[src/rtl/dmem_responder_pkg.sv]
// Shared definitions for the data-memory responder: FSM state encoding,
// word geometry and the byte-alignment mask.
package dmem_responder_pkg;

  typedef enum logic [1:0] {
    S_IDLE = 2'd0,
    S_WAIT = 2'd1,
    S_RESP = 2'd2
  } state_t;

  localparam int unsigned WORD_BYTES = 4;
  localparam int unsigned BYTE_SHIFT = $clog2(WORD_BYTES);
  localparam logic [1:0]  ALIGN_MASK = 2'(WORD_BYTES - 1);

endpackage

[src/rtl/dmem_ram.sv]
// Word-organised single-port RAM, DEPTH x 32, synchronous write and
// registered read. Contents are never cleared.
module dmem_ram #(
  parameter int unsigned DEPTH = 64,
  parameter int unsigned IDX_W = $clog2(DEPTH)
) (
  input  logic             clk,
  input  logic             i_we,
  input  logic [IDX_W-1:0] i_idx,
  input  logic [31:0]      i_wdata,
  output logic [31:0]      o_rdata
);

  logic [31:0] r_mem [DEPTH];
  logic [31:0] r_rdata;

  // Write on enable, read the addressed word every cycle (read-before-write).
  always_ff @(posedge clk) begin
    if (i_we) begin
      r_mem[i_idx] <= i_wdata;
    end
    r_rdata <= r_mem[i_idx];
  end

  assign o_rdata = r_rdata;

endmodule

[src/rtl/dmem_responder.sv]
// Memory-side responder for the core's data port: one word request at a
// time over valid/ready, WAIT_CYCLES wait states, then a one-cycle response.
// Optional feature macro: DMEM_STORE_COUNT_EN (adds store_cnt output).
module dmem_responder
  import dmem_responder_pkg::*;
#(
  parameter int unsigned DEPTH       = 64,
  parameter int unsigned WAIT_CYCLES = 2,
  parameter int unsigned ADDR_W      = 32
) (
  input  logic              clk,
  input  logic              reset,
  input  logic              req_valid,
  output logic              req_ready,
  input  logic              req_we,
  input  logic [ADDR_W-1:0] req_addr,
  input  logic [31:0]       req_wdata,
  output logic              rsp_valid,
  output logic [31:0]       rsp_rdata,
  output logic              rsp_err
`ifdef DMEM_STORE_COUNT_EN
  ,
  output logic [15:0]       store_cnt
`endif
);

  localparam int unsigned IDX_W    = $clog2(DEPTH);
  localparam logic [3:0]  LAST_CNT = 4'((WAIT_CYCLES == 0) ? 0 : WAIT_CYCLES - 1);

  state_t           r_state, w_next;
  logic [3:0]       r_cnt;
  logic             r_we, r_err;
  logic [IDX_W-1:0] r_idx;
  logic [31:0]      r_wdata;

  logic             w_accept, w_misalign, w_oor, w_in_resp, w_ram_we;
  logic [IDX_W-1:0] w_req_idx, w_ram_idx;
  logic [31:0]      w_ram_rdata;

  assign w_req_idx  = req_addr[IDX_W+BYTE_SHIFT-1:BYTE_SHIFT];
  assign w_misalign = |(req_addr[1:0] & ALIGN_MASK);
  // Word index >= DEPTH is equivalent to any address bit above the index being set.
  assign w_oor      = |req_addr[ADDR_W-1:IDX_W+BYTE_SHIFT];

  assign req_ready  = (r_state == S_IDLE) && !reset;
  assign w_accept   = req_valid && req_ready;
  assign w_in_resp  = (r_state == S_RESP) && !reset;
  assign w_ram_we   = w_in_resp && r_we && !r_err;

  // The RAM is addressed straight from the request while idle so the
  // registered read is ready by the RESP cycle even with zero wait states.
  assign w_ram_idx  = (r_state == S_IDLE) ? w_req_idx : r_idx;

  assign rsp_valid  = w_in_resp;
  assign rsp_err    = w_in_resp && r_err;
  assign rsp_rdata  = (w_in_resp && !r_we && !r_err) ? w_ram_rdata : '0;

  // State register.
  always_ff @(posedge clk) begin
    if (reset) begin
      r_state <= S_IDLE;
    end else begin
      r_state <= w_next;
    end
  end

  // Next-state logic.
  always_comb begin
    w_next = r_state;
    case (r_state)
      S_IDLE: if (w_accept) w_next = (WAIT_CYCLES == 0) ? S_RESP : S_WAIT;
      S_WAIT: if (r_cnt == LAST_CNT) w_next = S_RESP;
      S_RESP: w_next = S_IDLE;
      default: w_next = S_IDLE;
    endcase
  end

  // Wait-state counter, cleared whenever not waiting.
  always_ff @(posedge clk) begin
    if (reset || r_state != S_WAIT) begin
      r_cnt <= '0;
    end else begin
      r_cnt <= r_cnt + 4'd1;
    end
  end

  // Request latch, loaded only on an accepted handshake.
  always_ff @(posedge clk) begin
    if (w_accept) begin
      r_we    <= req_we;
      r_idx   <= w_req_idx;
      r_wdata <= req_wdata;
      r_err   <= w_misalign || w_oor;
    end
  end

  dmem_ram #(
    .DEPTH (DEPTH),
    .IDX_W (IDX_W)
  ) u_ram (
    .clk     (clk),
    .i_we    (w_ram_we),
    .i_idx   (w_ram_idx),
    .i_wdata (r_wdata),
    .o_rdata (w_ram_rdata)
  );

`ifdef DMEM_STORE_COUNT_EN
  logic [15:0] r_store_cnt;

  // Saturating count of committed, error-free stores.
  always_ff @(posedge clk) begin
    if (reset) begin
      r_store_cnt <= '0;
    end else if (w_ram_we && r_store_cnt != '1) begin
      r_store_cnt <= r_store_cnt + 16'd1;
    end
  end

  assign store_cnt = r_store_cnt;
`endif

endmodule
[config.mk]
export PLATFORM = sky130hd
export DESIGN_NAME = dmem_responder
export DESIGN_NICKNAME = d
export VERILOG_FILES = /design/src/rtl/dmem_responder_pkg.sv /design/src/rtl/dmem_ram.sv /design/src/rtl/dmem_responder.sv
export SDC_FILE = /design/constraint.sdc
export NUM_CORES = 2
export LEC_CHECK = 0
export BUFFER_PORTS_ARGS = -buffer_cell sky130_fd_sc_hd__buf_4
export CAP_MARGIN = 20
export CORE_MARGIN = 8
export CORE_UTILIZATION = 46
export DETAILED_ROUTE_END_ITERATION = 12
export RECOVER_POWER = 50
export SETUP_SLACK_MARGIN = 0.5
export SYNTH_ARGS = -nofsm -noshare
export SYNTH_HDL_FRONTEND = slang
export SYNTH_SLANG_ARGS = --single-unit
[constraint.sdc]
create_clock -name clk -period 5.7 [get_ports clk]
set_clock_uncertainty 0.15 [all_clocks]
set_input_delay 0.285 -clock clk [delete_from_list [all_inputs] [get_ports clk]]
set_output_delay 0.285 -clock clk [all_outputs]
set_load 0.02 [all_outputs]
==> tab_implementation.tex <==
\begin{tabular}{lr}
\hline
Metric & Value \\
\hline
\multicolumn{2}{l}{\textbf{Layout}} \\
\quad Fillcell total & 13300 \\
\quad Utilization after layout & around 54\% \\
\quad Area added between synthesis and finish & 15.9\% \\
\quad FF+latch area & 63500 um\^{}2 \\
\quad Final instance count without filler cells & 7230 \\
\quad Final \#Nets & slightly below 5000 \\
\quad Area of combinational cells with multiple inputs & 14600 um\^{}2 \\
\quad Share of cells above drive strength 1 & around 15\% \\
\multicolumn{2}{l}{\textbf{Power}} \\
\quad Internal power summed over all cells & between 20 and 30 mW \\
\quad Combinational fraction of design power & 6.3\% \\
\quad Clock power frac & approximately two fifths \\
\quad Net switching power figure & about 7.5 mW \\
\quad Post-layout total power & roughly 33 mW \\
\quad Relative contribution of sequential cells to total power & 52.4\% \\
\quad Fraction of power spent switching nets & 22.7\% \\
\quad Static leakage power & 28.4 nW \\
\quad PD cells & 363 nW/um\^{}2 \\
\quad Maximum ir drop on the vdd rail & 348 uV \\
\multicolumn{2}{l}{\textbf{Setup path}} \\
\quad Top fanout value on the critical path & 23 \\
\quad Crit-path slowest cell & clkbuf\_1 \\
\quad Cell type with the highest occurrence count on the critical path & buf\_4 \\
\quad Arrival time at the worst endpoint & 5.33 ns \\
\quad Largest stage delay, worst path & 1.35 ns \\
\quad Kind of critical path & input port to flop \\
\quad Startpoint class of the critical path & input port \\
\quad Kind of cell adding the most delay to the critical path & buffers and inverters \\
\quad Sort of element at the end of the critical path & flop \\
\quad Buffer and inverter count on the worst path & 4 \\
\quad Required @ worst endpoint & 6.06 ns \\
\quad Crit-path cells & dlygate4sd3\_1 -> clkbuf\_1 -> nor4b\_1 -> a21o\_2 -> nand3\_1 -> buf\_4 -> nor2\_4 -> buf\_4 \\
\multicolumn{2}{l}{\textbf{Global route}} \\
\quad Residual overflow from global routing & 0 \\
\quad Number of antenna violations at the first check in global routing & 7 \\
\quad GRT Total Usage & 25.8\% \\
\quad Pin count of the biggest net entering global routing & 118 \\
\quad Vias in the first global route & 46100 \\
\quad Global-route wire length before repair & 347000 um \\
\multicolumn{2}{l}{\textbf{Place}} \\
\quad Placement-stage worst setup slack & 1.49 ns \\
\quad Number of placed cells counting well taps & 6752 \\
\quad Routability Congestion & 0.900 \\
\quad Count of input and output buffers & about 100 \\
\quad Dpl hpwl & 143000 um \\
\multicolumn{2}{l}{\textbf{Yosys}} \\
\quad Register area share after synthesis & between 80\% and 90\% \\
\quad Seq cells post-synth & between 2000 and 2500 \\
\quad Syn. warnings & 0 \\
\quad Avg Inst Size Synth & 17.4 um\^{}2 \\
\quad Primary FF master, synth & edfxtp\_1 \\
\quad Cells after Synth & roughly 4500 \\
\quad Number of different library cells in the post-synthesis netlist & 66 \\
\quad Nets in the synthesized netlist & 4587 \\
\quad Share of flip-flops with an asynchronous set or reset & 0\% \\
\quad Post-synth EDFFs & $\sim$2100 \\
\quad Post-Syn Area & 78700 um\^{}2 \\
\multicolumn{2}{l}{\textbf{Clocking}} \\
\quad Worst-path clk slew & 0.06 ns \\
\quad Clock insertion delay at the later pin of the skew report & 0.84 ns \\
\quad Setup repair bufs after CTS & 0 \\
\quad Clock tree from TritonCTS & yes \\
\quad Clock buffer depth & 3 \\
\quad Maximum level of the CTS H-tree & 4 \\
\quad Number of instances resized during post-cts repair & 0 \\
\quad CTS Buf Count & 211 \\
\quad Clock sink count & 2126 \\
\quad Clock tree root buffer cell & clkbuf\_16 \\
\quad CTS hold repair buffers & 75 \\
\multicolumn{2}{l}{\textbf{Route}} \\
\quad Drt pass-1 iters & 6 \\
\quad Final Routed Wirelength & 247000 um \\
\quad DRC Markers & 0 \\
\quad Via/cell ratio & roughly 6.5 \\
\quad Mean routed wirelength per cell & about 34 um \\
\quad Post-detailed-route count of antenna-violating nets & 0 \\
\quad Detailed Route Iter0 Violations & 6752 \\
\quad Via Count & 47300 \\
\multicolumn{2}{l}{\textbf{Floorplanning}} \\
\quad Number of cell rows & 151 \\
\quad Total Die Area & around 180000 um\^{}2 \\
\quad Die Y & approximately 430 um \\
\quad Core Box Area & 170000 um\^{}2 \\
\quad Effective utilization at floorplan & 46.4\% \\
\quad I/O pins & 103 \\
\quad Die X-Extent & 430 um \\
\multicolumn{2}{l}{\textbf{STA}} \\
\quad Slew at the pin with the worst max-slew slack & approximately 3.6 ns \\
\quad Final hold violation count & 0 \\
\quad Setup Viol. Count Final & 0 \\
\quad Slew Limit Headroom & -143\% \\
\quad Maximum clock frequency & roughly 200 MHz \\
\quad Post-route worst setup slack & 0.725 ns \\
\quad Minimum clock period & a little under 5 ns \\
\quad Max-slew violation count & 2069 \\
\quad Final clock period utilization by the worst path & 87.3\% \\
\quad Setup TNS & 0 ns \\
\quad Unrepaired setup endpoints after global routing & false \\
\multicolumn{2}{l}{\textbf{Outcome}} \\
\quad Outcome & finished with violations \\
\quad Violations in the final reports & capacitance limit, slew limit \\
\multicolumn{2}{l}{\textbf{Flow run}} \\
\quad Max capacitance violation total & 33 \\
\multicolumn{2}{l}{\textbf{Hold path}} \\
\quad Classification of the worst-slack hold path & input port to flop \\
\hline
\end{tabular}
==> per-stage QoR <==
stage	hold slack (ns)	cell area, um^2
2_1_floorplan	0.234	78700
3_3_place_gp	0.301	83700
3_5_place_dp	0.314	83700
4_1_cts	0.00823	91300
5_1_grt	0.0649	91200
6_report	0.0866	91200
==> routing by layer <==
metal	share of wire [%]	track usage (%)
met3	10	5.15
met2	46	40.7
met1	38	35.0
met5	0.0093	0
met4	5.2	11.8
==> area by class of cell <==
type,instances,area share (%)
inverter,4,0.0165
sequential,2126,69.6
tap,2218,3.04
clock buffer,274,6.15
antenna,3,0.00823
timing repair buffer,400,3.83
multi-input combinational,2082,16.1
clock inverter,123,1.31
==> sequential cells by signal, indices dropped and copies added (netlist names) <==
register and flops:
r_state 2, u_ram.o_rdata 32, r_we 1, u_ram.r_mem 2048, r_idx 6, r_cnt 4
r_wdata 32, r_err 1
==> cells in the mapped netlist, types with 26 or more instances <==
library cell | number | area, um^2
nand2_1 | 191 | 717
o22ai_1 | 70 | 438
buf_1 | 43 | 161
nor2_1 | 132 | 495
or4_1 | 26 | 195
and3_1 | 38 | 238
nor4_1 | 36 | 225
buf_2 | 106 | 531
a21oi_1 | 80 | 400
nand4_1 | 39 | 244
a221oi_1 | 93 | 815
a22oi_1 | 427 | 3210
nor3_1 | 45 | 225
and2_1 | 33 | 206
mux2i_1 | 26 | 260
a222oi_1 | 124 | 1240
dfxtp_1 | 38 | 761
edfxtp_1 | 2088 | 62700
a22o_1 | 105 | 920
mux2_2 | 50 | 563
o21ai_0 | 278 | 1390
clkbuf_1 | 153 | 574
a31oi_1 | 106 | 663
==> worst paths after layout <==
check | from | to | slack, ns | cells after the start
setup / recovery | req_addr[4] | u_ram.r_mem[5][15] | 0.73 | 8
hold / removal | req_wdata[4] | r_wdata[4] | 0.09 | 2
setup reg to reg | r_state[1] | r_wdata[31] | 1.34 | 4
hold reg to reg | r_cnt[0] | r_cnt[0] | 0.34 | 1
==> power groups by stage <==
stage	logic (mW)	clock network, mW	registers [mW]
6_report	2.10	13.7	17.3
5_1_grt	2.19	14.4	17.3
2_1_floorplan	1.02	0	17.7
3_3_place_gp	2.01	0	17.6
4_1_cts	2.09	13.8	17.3
3_5_place_dp	2.04	0	17.6
==> cells by family after synthesis <==
family | synth area share [%]
xor+xnor | 0.0223
compound gates | 12.8
simple gates | 3.75
flops | 80.7
mux | 1.05
buf+inv | 1.66
fa+ha+maj | 0.0318
==> worst register-to-register path, delay by kind of cell, from the launching register on <==
family	cells	cell delay, ns
buf+inv	1	2.01
flops	1	0.57
simple gates	3	1.10
==> cell usage in the layout, fill, tap and decap left out, types with 41 or more instances in the layout <==
master,count
edfxtp_1,2088
nor2_4,75
a31oi_1,106
clkinv_1,41
a222oi_1,124
a21oi_1,79
clkbuf_16,213
o21ai_0,278
a22o_1,105
nor2_1,54
a221oi_1,93
clkbuf_1,97
dlygate4sd3_1,75
o22ai_1,66
buf_4,211
nor3_1,44
a22oi_1,427
mux2_2,50
clkinv_2,42
nand2_1,183
No activity file was read; power rests on OpenSTA's default activity.
